**src/rtl/mul_arbiter_if.sv**
```systemverilog
// Requester, response and multiplier-side signal bundle for mul_arbiter.
interface mul_arbiter_if #(
  parameter int unsigned NUM_REQ = 4,
  parameter int unsigned WIDTH   = 16
);
  logic [NUM_REQ-1:0]       req_valid;
  logic [NUM_REQ*WIDTH-1:0] req_a;
  logic [NUM_REQ*WIDTH-1:0] req_b;
  logic [NUM_REQ-1:0]       req_ready;
  logic [NUM_REQ-1:0]       rsp_valid;
  logic [NUM_REQ-1:0]       rsp_ready;
  logic [2*WIDTH-1:0]       rsp_product;
  logic                     rsp_err;
  logic                     mul_start;
  logic [WIDTH-1:0]         mul_a;
  logic [WIDTH-1:0]         mul_b;
  logic                     mul_ready;
  logic [2*WIDTH-1:0]       mul_product;

  modport slave (
    input  req_valid, req_a, req_b, rsp_ready, mul_ready, mul_product,
    output req_ready, rsp_valid, rsp_product, rsp_err, mul_start, mul_a, mul_b
  );

  modport master (
    output req_valid, req_a, req_b, rsp_ready, mul_ready, mul_product,
    input  req_ready, rsp_valid, rsp_product, rsp_err, mul_start, mul_a, mul_b
  );
endinterface

```
**src/rtl/mul_arbiter.sv**
```systemverilog
// Round-robin arbiter sharing one sequential multiplier among NUM_REQ requesters.
// Optional busy watchdog enabled by defining MUL_ARB_TIMEOUT_EN.
module mul_arbiter #(
  parameter int unsigned NUM_REQ     = 4,
  parameter int unsigned WIDTH       = 16,
  parameter int unsigned TIMEOUT_CYC = 40
) (
  input  logic         clk,
  input  logic         rst,
  mul_arbiter_if.slave bus
);
  localparam int unsigned IDX_W = (NUM_REQ > 1) ? $clog2(NUM_REQ) : 1;
  localparam int unsigned PW    = 2 * WIDTH;

  typedef enum logic [1:0] { IDLE, START, BUSY, RESP } state_t;

  state_t             state;
  logic [IDX_W-1:0]   ptr;
  logic [IDX_W-1:0]   grant;
  logic [IDX_W-1:0]   pick;
  logic [IDX_W-1:0]   cand;
  logic               any_req;
  logic [WIDTH-1:0]   sel_a;
  logic [WIDTH-1:0]   sel_b;
  logic [WIDTH-1:0]   mul_a_q;
  logic [WIDTH-1:0]   mul_b_q;
  logic [PW-1:0]      product_q;
  logic               start_q;
  logic [NUM_REQ-1:0] rsp_valid_q;

  if (TIMEOUT_CYC == 0) begin : g_bad_timeout
    $error("mul_arbiter: TIMEOUT_CYC must be at least 1");
  end

`ifdef MUL_ARB_TIMEOUT_EN
  localparam int unsigned CNT_W = $clog2(TIMEOUT_CYC + 1);
  logic [CNT_W-1:0] busy_cnt;
  logic             err_q;
`endif

  // First valid requester at or after ptr, wrapping modulo NUM_REQ
  always_comb begin
    pick    = '0;
    cand    = '0;
    any_req = 1'b0;
    for (int unsigned k = 0; k < NUM_REQ; k++) begin
      cand = IDX_W'((32'(ptr) + k) % NUM_REQ);
      if (!any_req && bus.req_valid[cand]) begin
        any_req = 1'b1;
        pick    = cand;
      end
    end
  end

  always_comb begin
    sel_a = '0;
    sel_b = '0;
    for (int unsigned k = 0; k < NUM_REQ; k++) begin
      if (IDX_W'(k) == pick) begin
        sel_a = bus.req_a[k*WIDTH +: WIDTH];
        sel_b = bus.req_b[k*WIDTH +: WIDTH];
      end
    end
  end

  always_ff @(posedge clk or negedge rst) begin
    if (!rst) begin
      state       <= IDLE;
      ptr         <= '0;
      grant       <= '0;
      mul_a_q     <= '0;
      mul_b_q     <= '0;
      product_q   <= '0;
      start_q     <= 1'b0;
      rsp_valid_q <= '0;
`ifdef MUL_ARB_TIMEOUT_EN
      busy_cnt    <= '0;
      err_q       <= 1'b0;
`endif
    end else begin
      case (state)
        IDLE: begin
          if (any_req) begin
            grant   <= pick;
            mul_a_q <= sel_a;
            mul_b_q <= sel_b;
            start_q <= 1'b1;
            state   <= START;
          end
        end
        START: begin
          start_q <= 1'b0;
          state   <= BUSY;
`ifdef MUL_ARB_TIMEOUT_EN
          busy_cnt <= '0;
`endif
        end
        BUSY: begin
          if (bus.mul_ready) begin
            product_q   <= bus.mul_product;
            rsp_valid_q <= NUM_REQ'(1) << grant;
            state       <= RESP;
`ifdef MUL_ARB_TIMEOUT_EN
            err_q       <= 1'b0;
          end else if (busy_cnt == CNT_W'(TIMEOUT_CYC - 1)) begin
            product_q   <= '0;
            err_q       <= 1'b1;
            rsp_valid_q <= NUM_REQ'(1) << grant;
            state       <= RESP;
          end else begin
            busy_cnt    <= busy_cnt + CNT_W'(1);
`endif
          end
        end
        RESP: begin
          if (bus.rsp_ready[grant]) begin
            rsp_valid_q <= '0;
            state       <= IDLE;
            ptr         <= (32'(grant) == NUM_REQ - 1) ? '0 : grant + IDX_W'(1);
          end
        end
        default: state <= IDLE;
      endcase
    end
  end

  // Accept pulse is combinational so operands are taken in the granting cycle
  assign bus.req_ready   = (rst && state == IDLE && any_req) ? (NUM_REQ'(1) << pick) : '0;
  assign bus.rsp_valid   = rsp_valid_q;
  assign bus.rsp_product = product_q;
  assign bus.mul_start   = start_q;
  assign bus.mul_a       = mul_a_q;
  assign bus.mul_b       = mul_b_q;
`ifdef MUL_ARB_TIMEOUT_EN
  assign bus.rsp_err     = err_q;
`else
  assign bus.rsp_err     = 1'b0;
`endif
endmodule

```
**src/flat_wrapper.sv**
```systemverilog
// flat-port wrapper written by rule: the top's interface ports become plain ports
module mul_arbiter_flat 
#(
  parameter int unsigned NUM_REQ     = 4,
  parameter int unsigned WIDTH       = 16,
  parameter int unsigned TIMEOUT_CYC = 40
)
  (clk, rst, bus_req_valid, bus_req_a, bus_req_b, bus_rsp_ready, bus_mul_ready, bus_mul_product, bus_req_ready, bus_rsp_valid, bus_rsp_product, bus_rsp_err, bus_mul_start, bus_mul_a, bus_mul_b);
  mul_arbiter_if #(.NUM_REQ(NUM_REQ), .WIDTH(WIDTH)) bus_i ();
  input  logic clk;
  input  logic rst;
  input wire logic [$bits(bus_i.req_valid)-1:0] bus_req_valid;
  input wire logic [$bits(bus_i.req_a)-1:0] bus_req_a;
  input wire logic [$bits(bus_i.req_b)-1:0] bus_req_b;
  input wire logic [$bits(bus_i.rsp_ready)-1:0] bus_rsp_ready;
  input wire logic [$bits(bus_i.mul_ready)-1:0] bus_mul_ready;
  input wire logic [$bits(bus_i.mul_product)-1:0] bus_mul_product;
  output wire logic [$bits(bus_i.req_ready)-1:0] bus_req_ready;
  output wire logic [$bits(bus_i.rsp_valid)-1:0] bus_rsp_valid;
  output wire logic [$bits(bus_i.rsp_product)-1:0] bus_rsp_product;
  output wire logic [$bits(bus_i.rsp_err)-1:0] bus_rsp_err;
  output wire logic [$bits(bus_i.mul_start)-1:0] bus_mul_start;
  output wire logic [$bits(bus_i.mul_a)-1:0] bus_mul_a;
  output wire logic [$bits(bus_i.mul_b)-1:0] bus_mul_b;
  assign bus_i.req_valid = bus_req_valid;
  assign bus_i.req_a = bus_req_a;
  assign bus_i.req_b = bus_req_b;
  assign bus_i.rsp_ready = bus_rsp_ready;
  assign bus_i.mul_ready = bus_mul_ready;
  assign bus_i.mul_product = bus_mul_product;
  assign bus_req_ready = bus_i.req_ready;
  assign bus_rsp_valid = bus_i.rsp_valid;
  assign bus_rsp_product = bus_i.rsp_product;
  assign bus_rsp_err = bus_i.rsp_err;
  assign bus_mul_start = bus_i.mul_start;
  assign bus_mul_a = bus_i.mul_a;
  assign bus_mul_b = bus_i.mul_b;
  mul_arbiter #(.NUM_REQ(NUM_REQ), .WIDTH(WIDTH), .TIMEOUT_CYC(TIMEOUT_CYC)) u_core (.clk(clk), .rst(rst), .bus(bus_i));
endmodule
```
**config.mk**
```make
export PLATFORM = sky130hd
export DESIGN_NAME = mul_arbiter_flat
export DESIGN_NICKNAME = d
export VERILOG_FILES = /design/src/rtl/mul_arbiter_if.sv /design/src/rtl/mul_arbiter.sv /design/src/flat_wrapper.sv
export SDC_FILE = /design/constraint.sdc
export NUM_CORES = 1
export LEC_CHECK = 0
export ABC_CLOCK_PERIOD_IN_PS = 2500
export BUFFER_PORTS_ARGS = -buffer_cell sky130_fd_sc_hd__buf_4
export CORE_MARGIN = 2
export CORE_UTILIZATION = 40
export DETAILED_ROUTE_END_ITERATION = 10
export PLACE_DENSITY_LB_ADDON = 0.12
export SYNTH_ARGS = -nofsm -noshare
export SYNTH_HDL_FRONTEND = slang
export SYNTH_SLANG_ARGS = --single-unit
```
**constraint.sdc**
```tcl
create_clock -name clk -period 2.5 [get_ports clk]
set_input_delay 0.5 -clock clk [delete_from_list [all_inputs] [get_ports clk]]
set_output_delay 0.5 -clock clk [all_outputs]
set_load 0.01 [all_outputs]
```
# Word level (Yosys, flattened, before mapping)
# Cells that the tools add are included.
# Widths: inputs -> output; s select.
[op_classes]
n_reduce_logical = 18
n_lt_le_gt_ge = 5
shifts = 2
div = 0
add_sub_neg = 4
mux = 37
n_bitwise = 0
eq_ne = 10
n_mul = 0
[ops]
columns = ["operator", "n"]
rows = [
  ["$mux 16", 8],
  ["$mux 2", 8],
  ["$lt 2x3->1 const B", 5],
  ["$mux 4", 3],
  ["$bmux 1 s2", 5],
  ["$mux 1", 10],
  ["$pmux 2 s4", 1],
  ["$pmux 4 s2", 1],
  ["$reduce_and 2->1", 4],
  ["$shl 1x2->4 const A", 2],
  ["$eq 2x2->1 const B", 3],
  ["$reduce_and 3->1", 2],
  ["$logic_and 1x1->1", 5],
  ["$add 2x1->2 const B", 2],
  ["$add 2x2->2 const B", 2],
  ["$eq 2x2->1 const A", 2],
  ["$logic_not 2->1", 2],
  ["$ne 2x1->1 const B", 2],
  ["$reduce_bool 2->1", 2],
  ["$logic_not 1->1", 3],
  ["$eq 1x2->1 const A", 1],
  ["$eq 2x1->1 const B", 1],
  ["$ne 2x2->1 const B", 1],
  ["$pmux 1 s2", 1],
]
[word_totals]
memories = 0
word_cells = 84
rom_bits = 0
input_bits = 171
ramBits = 0
reg_bits = 75
latch_bits = 0

# Logic depth before layout (Yosys ltp)
[depth]
word_depth = 17
ltp_mapped = 8
ltp_nobuf = 7

# Worst setup path after synthesis
# Ideal clock, no wire load.
[synth_path]
kind = "input port to output port"
start = "in bus_req_valid[3]"
end = "out bus_req_ready[1]"
t_required_ps = 2000
path_stages = 6
slack_ps = 256
arrival_time_ps = 1744
cell_sequence = "buf_2 > or2_2 > clkbuf_1 > clkbuf_1 > nand3_1 > nor3_1"
[synth_between]
elab_chain_cells = 14
elab_cells_between_ends = 25
[synth_rtl]
columns = ["item", "line_no", "rtl"]
rows = [
  ["start: declaration", "flat_wrapper.sv:12", "input wire logic [$bits(bus_i.req_valid)-1:0] bus_req_valid;"],
  ["$bmux 1 s2", "mul_arbiter.sv:48", "if (!any_req && bus.req_valid[cand]) begin"],
  ["$mux 1 (not written as such)", "mul_arbiter.sv:48", ""],
  ["$mux 1", "mul_arbiter.sv:48", ""],
  ["$logic_not 1->1", "mul_arbiter.sv:48", ""],
  ["$logic_and 1x1->1", "mul_arbiter.sv:48", ""],
  ["$mux 1", "mul_arbiter.sv:48", ""],
  ["$logic_not 1->1", "mul_arbiter.sv:48", ""],
  ["$logic_and 1x1->1", "mul_arbiter.sv:48", ""],
  ["$mux 1", "mul_arbiter.sv:48", ""],
  ["$logic_not 1->1", "mul_arbiter.sv:48", ""],
  ["$logic_and 1x1->1", "mul_arbiter.sv:48", ""],
  ["$mux 2 or $mux 1 (tied branches)", "mul_arbiter.sv:48", ""],
  ["$shl 1x2->4 or $logic_and 1x1->1 (tied branches)", "mul_arbiter.sv:128", "assign bus.req_ready = (rst && state == IDLE && any_req) ? (NUM_REQ'(1) << pick) : '0;"],
  ["$mux 4 *", "mul_arbiter.sv:128", ""],
  ["end: declaration", "flat_wrapper.sv:18", "output wire logic [$bits(bus_i.req_ready)-1:0] bus_req_ready;"],
]
# Every way passes the cells marked *; elsewhere a longest branch is shown, timed or not. The select of a mux whose other input is x is not followed.

# Worst setup path in the final report
[layout_path]
start = "reg u_core.ptr[1]"
end = "out bus_req_ready[2]"
[layout_between]
elab_chain_cells = 14
elab_cells_between_ends = 28
[layout_rtl]
columns = ["item", "line_no", "rtl"]
rows = [
  ["start: declaration", "mul_arbiter.sv:18", "logic [IDX_W-1:0] ptr;"],
  ["start signal: assignment", "mul_arbiter.sv:119", "ptr <= (32'(grant) == NUM_REQ - 1) ? '0 : grant + IDX_W'(1);"],
  ["parallel branches: the longest is 13 deep, another holds $add 2x1->2", "n/a", ""],
  ["$mux 4 *", "mul_arbiter.sv:128", ""],
]
# Every way passes the cells marked *. The select of a mux whose other input is x is not followed.

==> metrics.md <==
| Metric | Value |
|---|---|
| I/O pins | around 250 |
| Nets@finish | ~790 |
| Yosys warnings | 0 |
| Number of global-route vias before repair | 4,236 |
| Final Skew | 6.994 ps |
| Critical-path cell list | mux2i_4, nor2_4, nor3_4, buf_6, nor3_1, buf_4 |
| Initial DRC count | 211 |
| Min Tclk post-route | 2396 ps |
| Grt total ovfl | 0 |
| CP Buf/Inv Count | 2 |
| Largest net degree at the start of global routing | between 70 and 80 |
| Vias per inst | 5.458 |
| Via count | 4,099 |
| Initial antenna violation count | 0 |
| TritonCTS buffer count | 9 |
| Final period util | between 90% and 100% |
| R2R setup slack | 320 ps |
| Antenna viol nets, final | 0 |
| Outcome | finished, final reports clean |
| Count of input and output buffers | 243 |
| Setup slack after layout | around 100 ps |
| HPWL Detailed | a little under 10 mm |
| Syn Std Cell Area | 4269 sq um |
| CP max FO | 20 |
| Worst min path class | input port to flip-flop |
| Dominant cells by area after synthesis | dfrtp_1, mux2_2, a221o_1, o31ai_1, mux2_1 |
| Reg2Reg Launch Point | u_core.state[0]$_DFFE_PN0P_ |
| Root buf cell | clkbuf_8 |
| Syn Inst Count | 379 |
| Dpl cells | 734 |
| Top FF cell, synth | dfrtp_1 |
| Syn_area_per_cell | 11.26 sq um |
| Critical path startpoint | u_core.ptr[1]$_DFFE_PN0P_ |
| Pre-CTS WS | around 160 ps |
| Final hold vios | 0 |
| Syn_nets | 558 |
| P_leak | between 3 and 4 nW |
| Longest Clk Path Bufs | 2 |
| Overall global routing resource usage | between 20% and 30% |
| Number of synthesized register bits | 75 |
| CTS tree | built |
| Routability cong. | 0.7998 |
| Final design utilization | 61.91% |
| Reg2reg path depth | 7 |
| First-pass GRT wire length | 21.13 mm |
| Critical path required time | 2000 ps |
| Diode count | 0 |
| Std-Cell Rows | 37 |
| Total wire length | 13.55 mm |
| Critical path depth | 6 |
| Die W | 107.3 microns |
| CP endpoint kind | primary output |
| Core Box Area | 10,320 sq um |
| Setup-failing EPs final | 0 |
| Seq/Total Area, Yosys | 43.96% |
| CTS sink cnt | 75 |
| DRC | 0 |
| FFs w/ async S/R, synth | 100.0% |
| Critical path class | flip-flop to primary output |
| Yosys top cell by area | dfrtp_1 |
| CP endpoint | bus_req_ready[2] |
| Top Family by Delay on Critical Path | flip-flops |
| H-tree levels | 3 |
| Fmax | between 0.4 and 0.5 GHz |
| Peak supply drop | 0.4566 mV |
| P&R area growth vs syn | 49.71% |
| Post-synth top area share | 43.96% |
| Full die area | 11,520 sq um |
| Ratio of cells with drive above 1 in the final layout | a little over half |
| Max stage delay on crit path | 450 ps |
| Synth unique cells | 42 |
| Routed len/inst | 18.05 microns |
| Starting Density | 41.35% |
| Pwr dens | 1072 nW/um^2 |
| Placed Area | 6186 sq um |
| Maximum capacitance violations | 0 |
| Clock Latency Late Sink | 350 ps |
| Die H | 107.3 microns |
| Post-route setup TNS | 0 ps |
| Post-synth EDFFs | 0 |
| Worst Path Arrival | roughly 1900 ps |
| Unrepaired setup endpoints after global routing | no |
| Hold Buf Count CTS | 0 |
| Crit path launch type | flip-flop |
| Least-Margin Pin Slew | about 1000 ps |
| Final Max Slew Viols | 0 |
| Drt pass-1 iters | 5 |
| Slew HR | 33.39% |
| CP max stage cell | dfrtp_2 |
| Post-route cell area | 6391 sq um |
| Non-filler instance count after layout | around 750 |
| R2r endpoint | u_core.bus.mul_a[8]$_DFFE_PN0P_ |
| Reg clk slew, reported paths | 80 ps |
[sequential cells by signal (all words and copies together), names as in the netlist]
| signal | cells |
|---|---|
| u_core.grant | 2 |
| u_core.ptr | 2 |
| u_core.bus.mul_start | 1 |
| u_core.bus.rsp_valid | 4 |
| u_core.bus.mul_b | 16 |
| u_core.state | 2 |
| u_core.bus.mul_a | 16 |
| u_core.bus.rsp_product | 32 |
[final cells by class]
| cell class | count | area [sq um] |
|---|---|---|
| fillers | 880 | 3933 |
| repair buffers | 256 | 1938 |
| clock inverters | 6 | 65.06 |
| multi-input cells | 259 | 2178 |
| inverters | 9 | 33.78 |
| flip-flops and latches | 75 | 1878 |
| well taps | 136 | 170.2 |
| clock buffers | 10 | 127.6 |
[power breakdown]
| part | internal [mW] | total, mW | leakage, nW | switching, mW |
|---|---|---|---|---|
| combinational | 1.93 | 3.73 | 2.02 | 1.80 |
| clock | 0.463 | 0.933 | 0.0966 | 0.470 |
| sequential | 1.82 | 2.19 | 0.901 | 0.369 |
[stage by stage]
| step | power, mW | hold slack, ps |
|---|---|---|
| 2_1_floorplan | 4.376 | 204.4 |
| 3_3_place_gp | 5.870 | 466.7 |
| 3_5_place_dp | 5.958 | 474.3 |
| 4_1_cts | 6.898 | 367.3 |
| 5_1_grt | 7.365 | 354.7 |
| 6_report | 6.853 | 378.7 |
[worst min path at each step]
stage,startpoint,end,slack [ps],cells past startpoint
after floorplan,rst,u_core.bus.mul_a[0]$_DFFE_PN0P_,200,0
after global placement,u_core.bus.rsp_valid[2]$_DFFE_PN0P_,u_core.bus.rsp_valid[2]$_DFFE_PN0P_,470,2
after detailed placement,u_core.bus.rsp_valid[2]$_DFFE_PN0P_,u_core.bus.rsp_valid[2]$_DFFE_PN0P_,470,2
after CTS,bus_mul_product[26],u_core.bus.rsp_product[26]$_DFFE_PN0P_,370,2
after global routing,bus_mul_product[26],u_core.bus.rsp_product[26]$_DFFE_PN0P_,350,2
final,bus_mul_product[4],u_core.bus.rsp_product[4]$_DFFE_PN0P_,380,2
[Yosys cell counts, drive strengths merged, types with 3 or more instances]
library cell / count
clkbuf: 15
ha: 8
a21oi: 26
buf: 21
mux2: 56
o31ai: 24
o21ai: 8
a211oi: 18
nand2: 17
o22ai: 3
dfrtp: 75
nor2: 15
a221o: 23
o31a: 9
inv: 9
mux2i: 10
nor3: 5
nand4: 23
[cell usage in the layout, fill, tap and decap left out, drive strengths merged, types with 15 or more instances in the layout]
| cell type | synthesis | final |
|---|---|---|
| buf | 21 | 256 |
| dfrtp | 75 | 75 |
| mux2 | 56 | 56 |
| a21oi | 26 | 26 |
| o31ai | 24 | 24 |
| nand4 | 23 | 23 |
| a221o | 23 | 23 |
| a211oi | 18 | 18 |
| nand2 | 17 | 17 |
| nor2 | 15 | 15 |
[per-layer routing]
metal,up-vias,part of all wire [%],GRT usage (%)
li1,1918,-,-
met5,-,0,0
met3,32,8.6,6.053
met2,230,49,41.18
met1,1919,40,28.53
met4,0,2.4,8.256
[kinds of logic after synthesis]
logic type,synth area share (%)
AND/OR/NAND/NOR,8.529
multiplexers,17.94
flip-flops,43.96
buffers and inverters,5.188
adder cells (fa/ha/maj),2.345
other,0.08784
AO/OA/AOI/OAI,21.95
[what timing repair did]
item                                    CTS  global route
resized for setup                         1             1
endpoints found under the setup margin    2             2
pin swaps                                 0             1
buffers inserted                          0             1
(Power assumes the default switching activity.)
